==> config.mk <==
export PLATFORM = sky130hd
export DESIGN_NAME = taillight_sequencer
export DESIGN_NICKNAME = d
export VERILOG_FILES = /design/src/rtl/taillight_sequencer.sv
export SDC_FILE = /design/constraint.sdc
export NUM_CORES = 1
export LEC_CHECK = 0
export ABC_AREA = 1
export CAP_MARGIN = 40
export CORE_UTILIZATION = 50
export CTS_CLUSTER_DIAMETER = 100
export DETAILED_ROUTE_END_ITERATION = 10
export HOLD_SLACK_MARGIN = 0.02
export PLACE_DENSITY_LB_ADDON = 0.08
export SLEW_MARGIN = 20
export SYNTH_ARGS = -nofsm -noshare
export SYNTH_HDL_FRONTEND = slang
export SYNTH_SLANG_ARGS = --single-unit
==> constraint.sdc <==
create_clock -name clk_i -period 2.8 [get_ports clk_i]
set_clock_uncertainty 0.1 [all_clocks]
set_input_delay 0.84 -clock clk_i [delete_from_list [all_inputs] [get_ports clk_i]]
set_output_delay 0.84 -clock clk_i [all_outputs]
set_load 0.02 [all_outputs]
==> src/rtl/taillight_sequencer.sv <==
// Tail-light sequencing controller: synchronizes the four driver requests,
// resolves them by priority into a lighting mode and steps the three-lamp
// turn animation from an internal step divider.
module taillight_sequencer #(
  parameter int unsigned TICK_DIV = 1000000,
  parameter int unsigned CNT_W    = 20
) (
  input  logic       clk_i,
  input  logic       reset_ni,
  input  logic       left_req_i,
  input  logic       right_req_i,
  input  logic       hazard_req_i,
  input  logic       brake_req_i,
  output logic [2:0] lights_l_o,
  output logic [2:0] lights_r_o,
  output logic [2:0] mode_o,
  output logic [1:0] phase_o
);

  typedef enum logic [2:0] {
    ModeIdle       = 3'd0,
    ModeLeft       = 3'd1,
    ModeRight      = 3'd2,
    ModeHazard     = 3'd3,
    ModeBrake      = 3'd4,
    ModeLeftBrake  = 3'd5,
    ModeRightBrake = 3'd6,
    ModeUnused     = 3'd7
  } mode_e;

  localparam logic [CNT_W-1:0] CntLast = CNT_W'(TICK_DIV - 1);

  // Request bit positions inside the synchronizer vectors.
  localparam int unsigned ReqLeft   = 0;
  localparam int unsigned ReqRight  = 1;
  localparam int unsigned ReqHazard = 2;
  localparam int unsigned ReqBrake  = 3;

  logic [3:0]       sync1_q, sync2_q;
  logic [3:0]       req_raw;
  mode_e            mode_q, mode_d, mode_dec;
  logic [1:0]       phase_q, phase_d;
  logic [CNT_W-1:0] cnt_q, cnt_d;
  logic [2:0]       lights_l_q, lights_l_d;
  logic [2:0]       lights_r_q, lights_r_d;
  logic [2:0]       pattern;
  logic             req_l, req_r, req_h, req_b, both_turn;

  assign req_raw = {brake_req_i, hazard_req_i, right_req_i, left_req_i};

  // Two-stage synchronizer for the asynchronous request levels.
  always_ff @(posedge clk_i) begin
    if (!reset_ni) begin
      sync1_q <= '0;
      sync2_q <= '0;
    end else begin
      sync1_q <= req_raw;
      sync2_q <= sync1_q;
    end
  end

  assign req_l     = sync2_q[ReqLeft];
  assign req_r     = sync2_q[ReqRight];
  assign req_h     = sync2_q[ReqHazard];
  assign req_b     = sync2_q[ReqBrake];
  assign both_turn = req_l & req_r;

  // Priority decode of the synchronized requests; first match wins.
  always_comb begin
    mode_dec = ModeIdle;
    if (req_b && (req_h || both_turn)) begin
      mode_dec = ModeBrake;
    end else if (req_h || both_turn) begin
      mode_dec = ModeHazard;
    end else if (req_l && req_b) begin
      mode_dec = ModeLeftBrake;
    end else if (req_r && req_b) begin
      mode_dec = ModeRightBrake;
    end else if (req_l) begin
      mode_dec = ModeLeft;
    end else if (req_r) begin
      mode_dec = ModeRight;
    end else if (req_b) begin
      mode_dec = ModeBrake;
    end
  end

  // Mode/phase/step-counter next state; a mode change beats a terminal count.
  always_comb begin
    mode_d  = mode_q;
    phase_d = phase_q;
    cnt_d   = cnt_q;
    if (mode_q == ModeUnused) begin
      mode_d  = ModeIdle;
      phase_d = 2'd0;
      cnt_d   = '0;
    end else if (mode_dec != mode_q) begin
      mode_d  = mode_dec;
      phase_d = 2'd0;
      cnt_d   = '0;
    end else if (cnt_q == CntLast) begin
      cnt_d   = '0;
      phase_d = phase_q + 2'd1;
    end else begin
      cnt_d   = cnt_q + CNT_W'(1);
    end
  end

  // Thermometer animation pattern for the upcoming phase.
  always_comb begin
    pattern = 3'b000;
    unique case (phase_d)
      2'd0: pattern = 3'b000;
      2'd1: pattern = 3'b001;
      2'd2: pattern = 3'b011;
      2'd3: pattern = 3'b111;
      default: pattern = 3'b000;
    endcase
  end

  // Lamp drive from the next-state mode so lamps move on the same edge as mode.
  always_comb begin
    lights_l_d = 3'b000;
    lights_r_d = 3'b000;
    case (mode_d)
      ModeLeft: begin
        lights_l_d = pattern;
      end
      ModeRight: begin
        lights_r_d = pattern;
      end
      ModeHazard: begin
        lights_l_d = pattern;
        lights_r_d = pattern;
      end
      ModeBrake: begin
        lights_l_d = 3'b111;
        lights_r_d = 3'b111;
      end
      ModeLeftBrake: begin
        lights_l_d = pattern;
        lights_r_d = 3'b111;
      end
      ModeRightBrake: begin
        lights_l_d = 3'b111;
        lights_r_d = pattern;
      end
      default: begin
        lights_l_d = 3'b000;
        lights_r_d = 3'b000;
      end
    endcase
  end

  // State and output registers.
  always_ff @(posedge clk_i) begin
    if (!reset_ni) begin
      mode_q     <= ModeIdle;
      phase_q    <= 2'd0;
      cnt_q      <= '0;
      lights_l_q <= 3'b000;
      lights_r_q <= 3'b000;
    end else begin
      mode_q     <= mode_d;
      phase_q    <= phase_d;
      cnt_q      <= cnt_d;
      lights_l_q <= lights_l_d;
      lights_r_q <= lights_r_d;
    end
  end

  assign lights_l_o = lights_l_q;
  assign lights_r_o = lights_r_q;
  assign mode_o     = mode_q;
  assign phase_o    = phase_q;

endmodule

==> results.md <==
* Placed standard-cell area at 0.002062 mm^2
* First-pass GRT wire length at 6030 um
* Worst path depth at 1
* Number of flops mapped to enable cells by yosys at 0
* Crit-path cells: clkdlybuf4s50_1
* Final Util at 63.25%
* Leak at 0.8889 nW
* Max H-tree Level at 2
* Final hold vios at 0
* RSZ-0062 raised after global routing: false
* Reg-to-reg startpoint: cnt_q[0]
* Initial antenna violation count at 0
* Max-cap viol count at 0
* Wire per inst at 10.30 um
* Via density at 4.783
* Syn nets at 261
* Final Max Tran Viols at 0
* DRT iter0 DRCs at 102
* Syn avg cell area at 7.310 um^2
* Max Root-Sink Buffers at 2
* I/O pin cnt at 17
* Max-slew headroom at 79.30%
* # nets final at 282
* Post-route DRC violation count at 0
* Core ar. at 0.003442 mm^2
* Hold Path Cell Cnt at 2
* Main flop type after synthesis: dfxtp_1
* Min-delay worst type: reg2reg
* Cell count after synthesis at 254
* Drt first pass iters at 4
* Yosys cell types at 28
* Setup Buffers After CTS at 0
* Layout cell share with drive strength beyond 1 at 14.13%
* Buffer and inverter count on the worst path at 1
* Die area at 0.003961 mm^2
* Final period util at 81.37%
* Routed WL at 3318 um
* Total CTS buffers at 5
* Largest stage delay, worst path at 0.63 ns
* Critical-path maximum fanout at 4
* Pwr dens at 519.1 mW/mm^2
* Peak VDD IR at 550.1 uV
* Final Cell Area at 0.002177 mm^2
* Initial core utilization at 53.94%
* Critical Path AT at 1.34 ns
* P&R area growth vs syn at 17.25%
* ANT cells at 0
* I/O Buffers at 16
* Insertion delay to the later sink of the worst-skew pair at 0.30 ns
* Die W at 62.94 um
* Setup TNS at 0 ns
* CP Capture Type: primary output
* Via count at 1,540
* Number of setup violations in the final report at 0
* Post-DP HPWL at 2434 um
* Die Ht at 62.94 um
* Min Hold Slack at 0.3165 ns
* Worst min-delay path endpoint: sync2_q[1]
* Crit path time final at 2.278 ns
* Status: completed
* Reg2reg setup slack at 0.93 ns
* Largest net degree at the start of global routing at 21
* Fmax at 438.9 MHz
* Largest delay contributor family on the critical path: buffers and inverters
* Post_cts resized at 0
* R2r worst-path depth at 8
* Total congestion overflow at 0
* Setup CP Type: reg2out
* Row cnt at 21
* Slowest cell on the critical path: clkdlybuf4s50_1
* Vias in the first global route at 1,465
* Total GRT Usage at 19.56%
* DRT antenna net count at 0
* Synth Warn # at 0
* Cell Area, Synth at 0.001857 mm^2
* Clock Tree Root: clkbuf_8
* Worst-Margin Slew at 0.3082 ns
* Share of flip-flops with an asynchronous set or reset at 0%
* GPL Wtd Cong at 0.8648
* CTS tree: done
* #FFs+latches synth at 39
* Crit start category: flop
* CP required at 1.86 ns
* Post-CTS Hold Buffers at 0
* Reg2Reg Capture Point: cnt_q[12]
* Clock slew at reported path FFs at 0.08 ns
* Sequential-to-total area share from yosys stat at 42.05%
* Worst Min Path Start: sync1_q[1]
* Clk sinks at 39
## report_power, final
part,switching [mW],internal [mW],total (mW)
logic,0.0450,0.0294,0.0744
clock network,0.215,0.268,0.483
registers,0.00753,0.565,0.573
## how the worst max path moves through the flow
stage              start         to  slack (ns)
3_3_place_gp    reset_ni  cnt_q[18]        0.64
3_5_place_dp    reset_ni  cnt_q[18]        0.61
2_1_floorplan   cnt_q[0]  cnt_q[12]        1.23
6_report       mode_o[0]  mode_o[0]        0.52
4_1_cts        mode_o[0]  mode_o[0]        0.51
5_1_grt        mode_o[0]  mode_o[0]        0.47
## placed cells by master (no fill, tap or decap), types with 2 or more instances in the layout
cell type / count
a21oi_1: 9
clkbuf_8: 5
clkdlybuf4s50_1: 16
dfxtp_1: 39
inv_1: 38
inv_2: 3
nand2_1: 62
nand2_2: 7
nand3_1: 9
nand3_2: 3
nand4_1: 9
nor2_1: 37
nor2_2: 3
nor3_1: 5
nor3_2: 6
nor3b_1: 2
nor3b_2: 3
or2_2: 2
xnor2_1: 2
xor2_1: 5
## area by class of cell
type	count	area [um^2]
Fill cell	326	1265
Multi-Input combinational cell	170	898.4
Sequential cell	39	780.7
Timing Repair Buffer	17	167.7
Inverter	42	157.7
Clock buffer	5	68.82
Tap cell	46	57.56
Clock inverter	3	46.29
## cell usage after synthesis, types with 2 or more instances
| cell | count | area share, % |
|---|---|---|
| xor2_1 | 5 | 2.4 |
| xnor2_1 | 2 | 0.94 |
| nand2_1 | 62 | 13 |
| dfxtp_1 | 39 | 42 |
| a21oi_1 | 9 | 2.4 |
| nor3b_2 | 3 | 2.0 |
| nor3b_1 | 2 | 0.81 |
| or2_2 | 2 | 0.67 |
| nor2_2 | 3 | 1.0 |
| inv_1 | 38 | 7.7 |
| inv_2 | 3 | 0.61 |
| nand3_2 | 3 | 1.6 |
| nor3_1 | 5 | 1.3 |
| nor2_1 | 37 | 7.5 |
| nor3_2 | 6 | 3.2 |
| nand3_1 | 9 | 2.4 |
| nand2_2 | 7 | 2.4 |
| nand4_1 | 9 | 3.0 |
## metrics by stage
| step | power [mW] | worst slack, ns | std cells |
|---|---|---|---|
| 2_1_floorplan | 0.6403 | 1.234 | 254 |
| 3_3_place_gp | 0.6603 | 0.6425 | 314 |
| 3_5_place_dp | 0.6611 | 0.6104 | 314 |
| 4_1_cts | 1.145 | 0.5089 | 322 |
| 5_1_grt | 1.175 | 0.4697 | 322 |
| 6_report | 1.130 | 0.5216 | 322 |
## cells by family after synthesis
kind of cell	after synthesis	share of synthesized area, %
simple gates	152	41.71
flops	39	42.05
fa+ha+maj	1	0.6737
xor+xnor	7	3.302
buf+inv	45	9.568
compound gates	10	2.695
## registers in the layout, summed over array words and instances (netlist names)
name	flops
sync2_q	4
sync1_q	4
mode_o	3
lights_r_o	3
phase_o	2
cnt_q	20
lights_l_o	3
## per-layer routing
| layer | track usage (%) | up-vias | wire length (um) |
|---|---|---|---|
| met5 | 0 | - | 0 |
| met1 | 20.92 | 686 | 1522 |
| met3 | 7.299 | 7 | 148 |
| met4 | 8.721 | 0 | 40 |
| met2 | 33.87 | 24 | 1606 |
| li1 | - | 823 | - |
Power figures use the tool's default switching activity.
